[config.mk]
export PLATFORM = sky130hd
export DESIGN_NAME = score_display
export DESIGN_NICKNAME = d
export VERILOG_FILES = /design/src/rtl/score_display.sv
export SDC_FILE = /design/constraint.sdc
export NUM_CORES = 1
export LEC_CHECK = 0
export CAP_MARGIN = 20
export CORE_MARGIN = 2
export CORE_UTILIZATION = 55
export DETAILED_ROUTE_END_ITERATION = 8
export GPL_TIMING_DRIVEN = 1
export PLACE_DENSITY = 0.77
export SLEW_MARGIN = 20
export SYNTH_ARGS = -nofsm -noshare
export SYNTH_HDL_FRONTEND = slang
export SYNTH_SLANG_ARGS = --single-unit
[constraint.sdc]
create_clock -name clk -period 2.32 [get_ports clk]
set_input_delay 0.232 -clock clk [delete_from_list [all_inputs] [get_ports clk]]
set_output_delay 0.232 -clock clk [all_outputs]
set_load 0.005 [all_outputs]
[src/rtl/score_display.sv]
// score_display: 8-bit score to three-digit multiplexed 7-segment display.
// A sequential double-dabble converter produces BCD digits, which are held
// in display registers and scanned one digit slot per refresh period.
module score_display #(
    parameter int REFRESH_DIV = 100000,
    parameter bit BLANK_LZ    = 1'b1
) (
    input  logic       clk,
    input  logic       rst_n,
    input  logic [7:0] score,
    output logic [3:0] an,
    output logic [6:0] seg,
    output logic       dp,
    output logic       busy
);

    localparam int CW = (REFRESH_DIV > 2) ? $clog2(REFRESH_DIV) : 1;

    typedef enum logic [1:0] {IDLE, SHIFT, DONE} state_t;

    state_t      state, state_nxt;
    logic [7:0]  shreg, shreg_nxt;
    logic [7:0]  cap, cap_nxt;
    logic [7:0]  last_score, last_nxt;
    logic [11:0] bcd, bcd_nxt, bcd_adj;
    logic [19:0] dd_shift;
    logic [2:0]  iter, iter_nxt;
    logic [3:0]  hun, ten, one;
    logic [3:0]  hun_nxt, ten_nxt, one_nxt;

    logic [CW-1:0] refcnt;
    logic [1:0]    sel;
    logic          wrap;
    logic [3:0]    an_d;
    logic [6:0]    seg_d;

    function automatic logic [6:0] seg7(input logic [3:0] d);
        case (d)
            4'd0:    seg7 = 7'b1000000;
            4'd1:    seg7 = 7'b1111001;
            4'd2:    seg7 = 7'b0100100;
            4'd3:    seg7 = 7'b0110000;
            4'd4:    seg7 = 7'b0011001;
            4'd5:    seg7 = 7'b0010010;
            4'd6:    seg7 = 7'b0000010;
            4'd7:    seg7 = 7'b1111000;
            4'd8:    seg7 = 7'b0000000;
            4'd9:    seg7 = 7'b0010000;
            default: seg7 = 7'b1111111;
        endcase
    endfunction

    // Add-3 correction on each BCD nibble ahead of the shift.
    always_comb begin
        for (int i = 0; i < 3; i++) begin
            bcd_adj[i*4 +: 4] = (bcd[i*4 +: 4] >= 4'd5) ? bcd[i*4 +: 4] + 4'd3
                                                        : bcd[i*4 +: 4];
        end
    end

    assign dd_shift = {bcd_adj, shreg} << 1;

    // Converter next-state: capture on change, shift 8 times, then commit.
    always_comb begin
        state_nxt = state;
        shreg_nxt = shreg;
        cap_nxt   = cap;
        last_nxt  = last_score;
        bcd_nxt   = bcd;
        iter_nxt  = iter;
        hun_nxt   = hun;
        ten_nxt   = ten;
        one_nxt   = one;
        case (state)
            IDLE: begin
                if (score != last_score) begin
                    shreg_nxt = score;
                    cap_nxt   = score;
                    bcd_nxt   = '0;
                    iter_nxt  = '0;
                    state_nxt = SHIFT;
                end
            end
            SHIFT: begin
                {bcd_nxt, shreg_nxt} = dd_shift;
                iter_nxt = iter + 3'd1;
                if (iter == 3'd7) state_nxt = DONE;
            end
            DONE: begin
                // Only this state touches the display digits, so partial
                // BCD values never reach the segments.
                hun_nxt   = bcd[11:8];
                ten_nxt   = bcd[7:4];
                one_nxt   = bcd[3:0];
                last_nxt  = cap;
                state_nxt = IDLE;
            end
            default: state_nxt = IDLE;
        endcase
    end

    // Converter and display-digit registers.
    always_ff @(posedge clk or negedge rst_n) begin
        if (!rst_n) begin
            state      <= IDLE;
            shreg      <= '0;
            cap        <= '0;
            last_score <= '0;
            bcd        <= '0;
            iter       <= '0;
            hun        <= '0;
            ten        <= '0;
            one        <= '0;
        end else begin
            state      <= state_nxt;
            shreg      <= shreg_nxt;
            cap        <= cap_nxt;
            last_score <= last_nxt;
            bcd        <= bcd_nxt;
            iter       <= iter_nxt;
            hun        <= hun_nxt;
            ten        <= ten_nxt;
            one        <= one_nxt;
        end
    end

    assign busy = (state != IDLE);
    assign wrap = (refcnt == CW'(REFRESH_DIV - 1));

    // Refresh divider and digit-slot select.
    always_ff @(posedge clk or negedge rst_n) begin
        if (!rst_n) begin
            refcnt <= '0;
            sel    <= '0;
        end else if (wrap) begin
            refcnt <= '0;
            sel    <= sel + 2'd1;
        end else begin
            refcnt <= refcnt + 1'b1;
        end
    end

    // Slot decode with optional leading-zero blanking.
    always_comb begin
        an_d  = 4'b1111;
        seg_d = 7'b1111111;
        case (sel)
            2'd0: begin
                an_d  = 4'b1110;
                seg_d = seg7(one);
            end
            2'd1: begin
                if (!(BLANK_LZ && hun == 4'd0 && ten == 4'd0)) begin
                    an_d  = 4'b1101;
                    seg_d = seg7(ten);
                end
            end
            2'd2: begin
                if (!(BLANK_LZ && hun == 4'd0)) begin
                    an_d  = 4'b1011;
                    seg_d = seg7(hun);
                end
            end
            default: ;
        endcase
    end

    // Registered display outputs.
    always_ff @(posedge clk or negedge rst_n) begin
        if (!rst_n) begin
            an  <= 4'b1111;
            seg <= 7'b1111111;
            dp  <= 1'b1;
        end else begin
            an  <= an_d;
            seg <= seg_d;
            dp  <= 1'b1;
        end
    end

endmodule

# Yosys cells after proc, flatten, opt, wreduce, memory -nomap -nowiden
# Memory sizes are Yosys's and may differ from the RTL's.
# Cells that the tools add are included.
# word_totals
register_bits,83
latchBits,0
ramBits,0
mem_bits_ro,336
output_inout_bits,13
word_cells,63
memories,3
# op_classes
add_sub_neg,6
mul,0
div_mod_pow,0
n_lt_le_gt_ge,3
n_eq_ne,9
shift,0
n_mux,19
n_bitwise,0
reduce_logical,10
# mem_list
name,depth,word_bits,rd,rd_ports_with_merged_regs,wr,line,source
(name not given),16,7,1,0,0,38,case (d)
(name not given),16,7,1,0,0,38,
(name not given),16,7,1,0,0,38,
# op_table
op,count
12-bit case mux with 2 select lines,1
7-bit case mux with 3 select lines,1
17-bit by 1-bit adder with 17-bit output (second input constant),1
17-bit equality test (second input constant),1
17-bit two-way mux,1
8-bit case mux with 2 select lines,1
7-bit two-way mux,2
4-bit by 3-bit greater-or-equal comparator with 1-bit output (second input constant),3
12-bit two-way mux,1
3-bit two-way mux,3
3-bit case mux with 3 select lines,1
4-bit by 2-bit adder with 4-bit output (second input constant),2
4-bit logical NOT,2
4-bit two-way mux,2
8-bit two-way mux,1
8-bit != test,1
2-bit two-way mux,3
3-bit case mux with 2 select lines,1
2-bit AND reduction,3
2-bit by 1-bit equality test with 1-bit output (second input constant),2
2-bit equality test (second input constant),2
2-bit logical NOT,2
2-bit != test (second input constant),2
2-bit case mux with 2 select lines,1
other kinds (6),7

# Longest topological paths before layout
# depth
depth_word,4
ltp_mapped,7
depth_no_buf,6

# Worst setup path after synthesis
# No wires, ideal clock.
# synth_timing
kind,register to register
start,register hun[1]
end,register seg[2]
t_arrival_ps,1615
slack_ps,620
stages_incl_launch_ff,7
path_buffers,0
period_less_slack_ps,1700
cell_sequence,dfrtp_1 > inv_1 > ha_1 > nor4bb_1 > a22o_1 > a21o_1 > a2111o_1
# synth_between
elab_chain_len,4
# synth_lines
item,line,source
"start, declared",28,"logic [3:0] hun, ten, one;"
"start signal, assigned",121,hun <= hun_nxt;
"parallel branches: the longest is 3 deep, another holds memory read 16 x 7 bit",-,
7-bit case mux with 3 select lines *,147,case (sel)
named net seg_d[2],35,logic [6:0] seg_d;
"end signal, assigned",176,seg <= seg_d;
"end, declared",12,"output logic [6:0] seg,"
# Mark *: on every way through the listed nets, which the timed path passes.
# A chain may end at the register's enable or synchronous reset.

# Worst setup path in the final report
# Same ends and word-level chain as after synthesis.

==> impl_metrics.tcl <==
set metrics [dict create \
    status "finished, final reports clean" \
    required_ns 2.60 \
    cts_buffer_depth 2 \
    antenna_found_initial 0 \
    cts_tree "done" \
    grt_pass1_vias 2952 \
    crit_type "reg -> reg" \
    rsz0062_at_grt "false" \
    syn_avg_cell_area_um2 10.70 \
    antenna_left 0 \
    finalHoldViolCount 0 \
    initialDrtViolationCount 160 \
    finalSetupViolCount 0 \
    drc 0 \
    fin_total_pwr_mw 5.481 \
    postPlaceCellArea_mm2 0.004691 \
    cts-resized-gates 0 \
    peakVddDrop_v 0.0006451 \
    synth.area.top_cells "dfrtp_1, ha_1, mux2_2" \
    r2r_slack_ns 0.42 \
    worstSetupStartpointType "flop" \
    io_buffers 20 \
    n_fill_cell 614 \
    cts.clk_slew.worst_paths_ns 0.08 \
    finalSetupTns_ns 0 \
    num_io_pins 23 \
    multi_input_area_mm2 0.002142 \
    drive_gt1_frac 0.1602 \
    regArea_mm2 0.002064 \
    p_per_area_mw_per_mm2 1118 \
    gp_congestion 0.9719 \
    area_growth_pct 11.81 \
    wl_per_cell_um 14.76 \
    diodes 0 \
    p_leak_nw 2.098 \
    max_stage_delay_ns 0.43 \
    crit_fanout 6 \
    worst_pin_slew_ns 0.8433 \
    grt_overflow 0 \
    vias_per_cell 5.675 \
    grt_use_total 0.2003 \
    cpMaxStageDelayCell "dfrtp_1" \
    synth_top_area_share 0.4107 \
    final-max-slew-violation-count 0 \
    cts.sinks 82 \
    synth_area_leader_cell "dfrtp_1" \
    dp_hpwl_um 5697 \
    max_freq_mhz 525.8 \
    yosys_warnings 0 \
    postLayoutCellArea_mm2 0.004905 \
    stdcell_count 539 \
    core_mm2 0.007727 \
    rows 32 \
    cp.depth 6 \
    synth-seq-cells 82 \
    numCtsBuffers 9 \
    firstDrtPassIters 5 \
    critPathBufInv 1 \
    relSlewSlack 0.4378 \
    yosysUniqueCellTypes 56 \
    cp.arrival_ns 2.18 \
    die_w_um 93.31 \
    routed_wl_um 7955 \
    maxCapViolations 0 \
    hold_path_class "in -> async" \
    synth_ff_type "dfrtp_1" \
    syn_inst 410 \
    crit_path_cell_trace "inv_1, ha_1, nor4bb_1, a22o_1, a21o_1, a2111o_1" \
    grt_max_degree 42 \
    cts-root-buf "clkbuf_8" \
    start_util 0.5677 \
    fin_crit_sh 0.8198 \
    nets 472 \
    cp-end-kind "flop" \
    htree_levels 3 \
    path_delay_family "compound AO/OA/AOI/OAI gates" \
    ys_seq_area_frac 0.4706 \
    grt_pass1_wl_um 13590 \
    dp.cells 522 \
    reg2regPathDepth 6 \
    insertion_delay_ns 0.35 \
    die_height_um 93.31 \
    die-area_mm2 0.008706 \
    via_count 3059 \
    min_period_ns 1.902 \
    synth_area_mm2 0.004387 \
    synth_edf_count 0 \
    finalClockSkew_ns 0.006529 \
    synthArstFlopShare 1.000 \
]
## synth_stat cells (4+ instances only)
cell	number
and4_1	4
o221ai_1	5
a21oi_1	12
mux2_2	27
ha_1	30
nand4b_1	4
dfstp_2	10
o21ai_0	23
dfrtp_1	72
buf_4	4
a31oi_1	4
clkbuf_1	9
and2_1	10
a221o_1	7
xor2_1	9
o21ai_1	5
nand2b_1	10
nand3_1	7
nor2_1	18
nand4_1	9
inv_1	21
o22ai_1	6
xnor2_1	18
buf_2	6
nand2_1	35
## what timing repair did
| action | 4_1_cts | 5_1_grt |
|---|---|---|
| buffers inserted | 0 | 0 |
| endpoints found under the hold margin | 31 | 0 |
| hold buffers | 1 | 0 |
## path summary, 6_finish.rpt
path                                        to                 from
max                           seg[2]$_DFF_PN1_   hun[1]$_DFFE_PN0N_
min                         ten[1]$_DFFE_PN0N_                rst_n
max reg2reg                   seg[2]$_DFF_PN1_   hun[1]$_DFFE_PN0N_
min reg2reg                refcnt[0]$_DFF_PN0_  refcnt[0]$_DFF_PN0_
max in group asynchronous      an[2]$_DFF_PN1_                rst_n
min in group clk           refcnt[0]$_DFF_PN0_  refcnt[0]$_DFF_PN0_
## metal layers
metal	part of all wire	wire, um	global-route usage
met1	0.45	3598	0.2561
met2	0.49	3936	0.3321
met3	0.028	226	0.03384
met4	0.024	194	0.09559
met5	0	0	0
## power by group
group	switching, mW	internal [mW]	total [mW]
Combinational	0.997	1.06	2.06
Clock	0.527	0.533	1.06
Sequential	0.427	1.93	2.36
## state kept, by name, indices dropped and copies added, names as in the netlist
signal,cells
shreg,8
last_score,8
refcnt,17
ten,4
cap,8
iter,3
bcd,12
hun,4
state,2
sel,2
an,3
seg,7
one,4
## layout by cell type, fill, tap and decap left out, types with 3 or more instances in the layout
cell	n
o21ai_1	5
a21oi_1	12
dfstp_2	10
nand4b_1	4
ha_1	30
xor2_1	9
a21boi_0	3
nor2_1	18
dfrtp_1	72
a31oi_1	4
xnor2_1	18
nand2_1	35
nand3b_1	3
nand4_1	9
mux2_2	27
o221ai_1	5
nand2b_1	10
clkbuf_8	10
o21ai_0	23
and2_1	10
nor2b_1	3
and4_1	4
clkdlybuf4s50_1	19
buf_4	9
inv_1	21
nand3_1	7
o211ai_1	3
nor4b_1	3
o22ai_1	6
a221o_1	7
## cell type report
class,instances,area share
multi-input combinational,288,0.4367
sequential,82,0.4209
timing repair buffer,30,0.05867
clock buffer,11,0.02883
tap,102,0.02602
inverter,21,0.01607
clock inverter,5,0.01276
## metrics by stage
stage	utilization	setup WS [ns]	hold slack (ns)
4_1_cts	0.6347	0.4272	0.3995
3_3_place_gp	0.6070	0.2047	0.2448
2_1_floorplan	-	0.6196	-0.06359
3_5_place_dp	0.6070	0.1661	0.2439
6_report	0.6347	0.4180	0.3950
5_1_grt	0.6347	0.3431	0.4343
## cell families after synthesis
kind of cell	after synthesis	share of synthesized area
multiplexers	28	0.07159
buffers and inverters	41	0.04193
flip-flops	82	0.4706
AND/OR/NAND/NOR	118	0.1477
XOR/XNOR	27	0.05391
adder cells (fa/ha/maj)	30	0.08557
other	1	0.0008549
AO/OA/AOI/OAI	83	0.1278
Note: power is estimated with default switching activity, not from simulation.
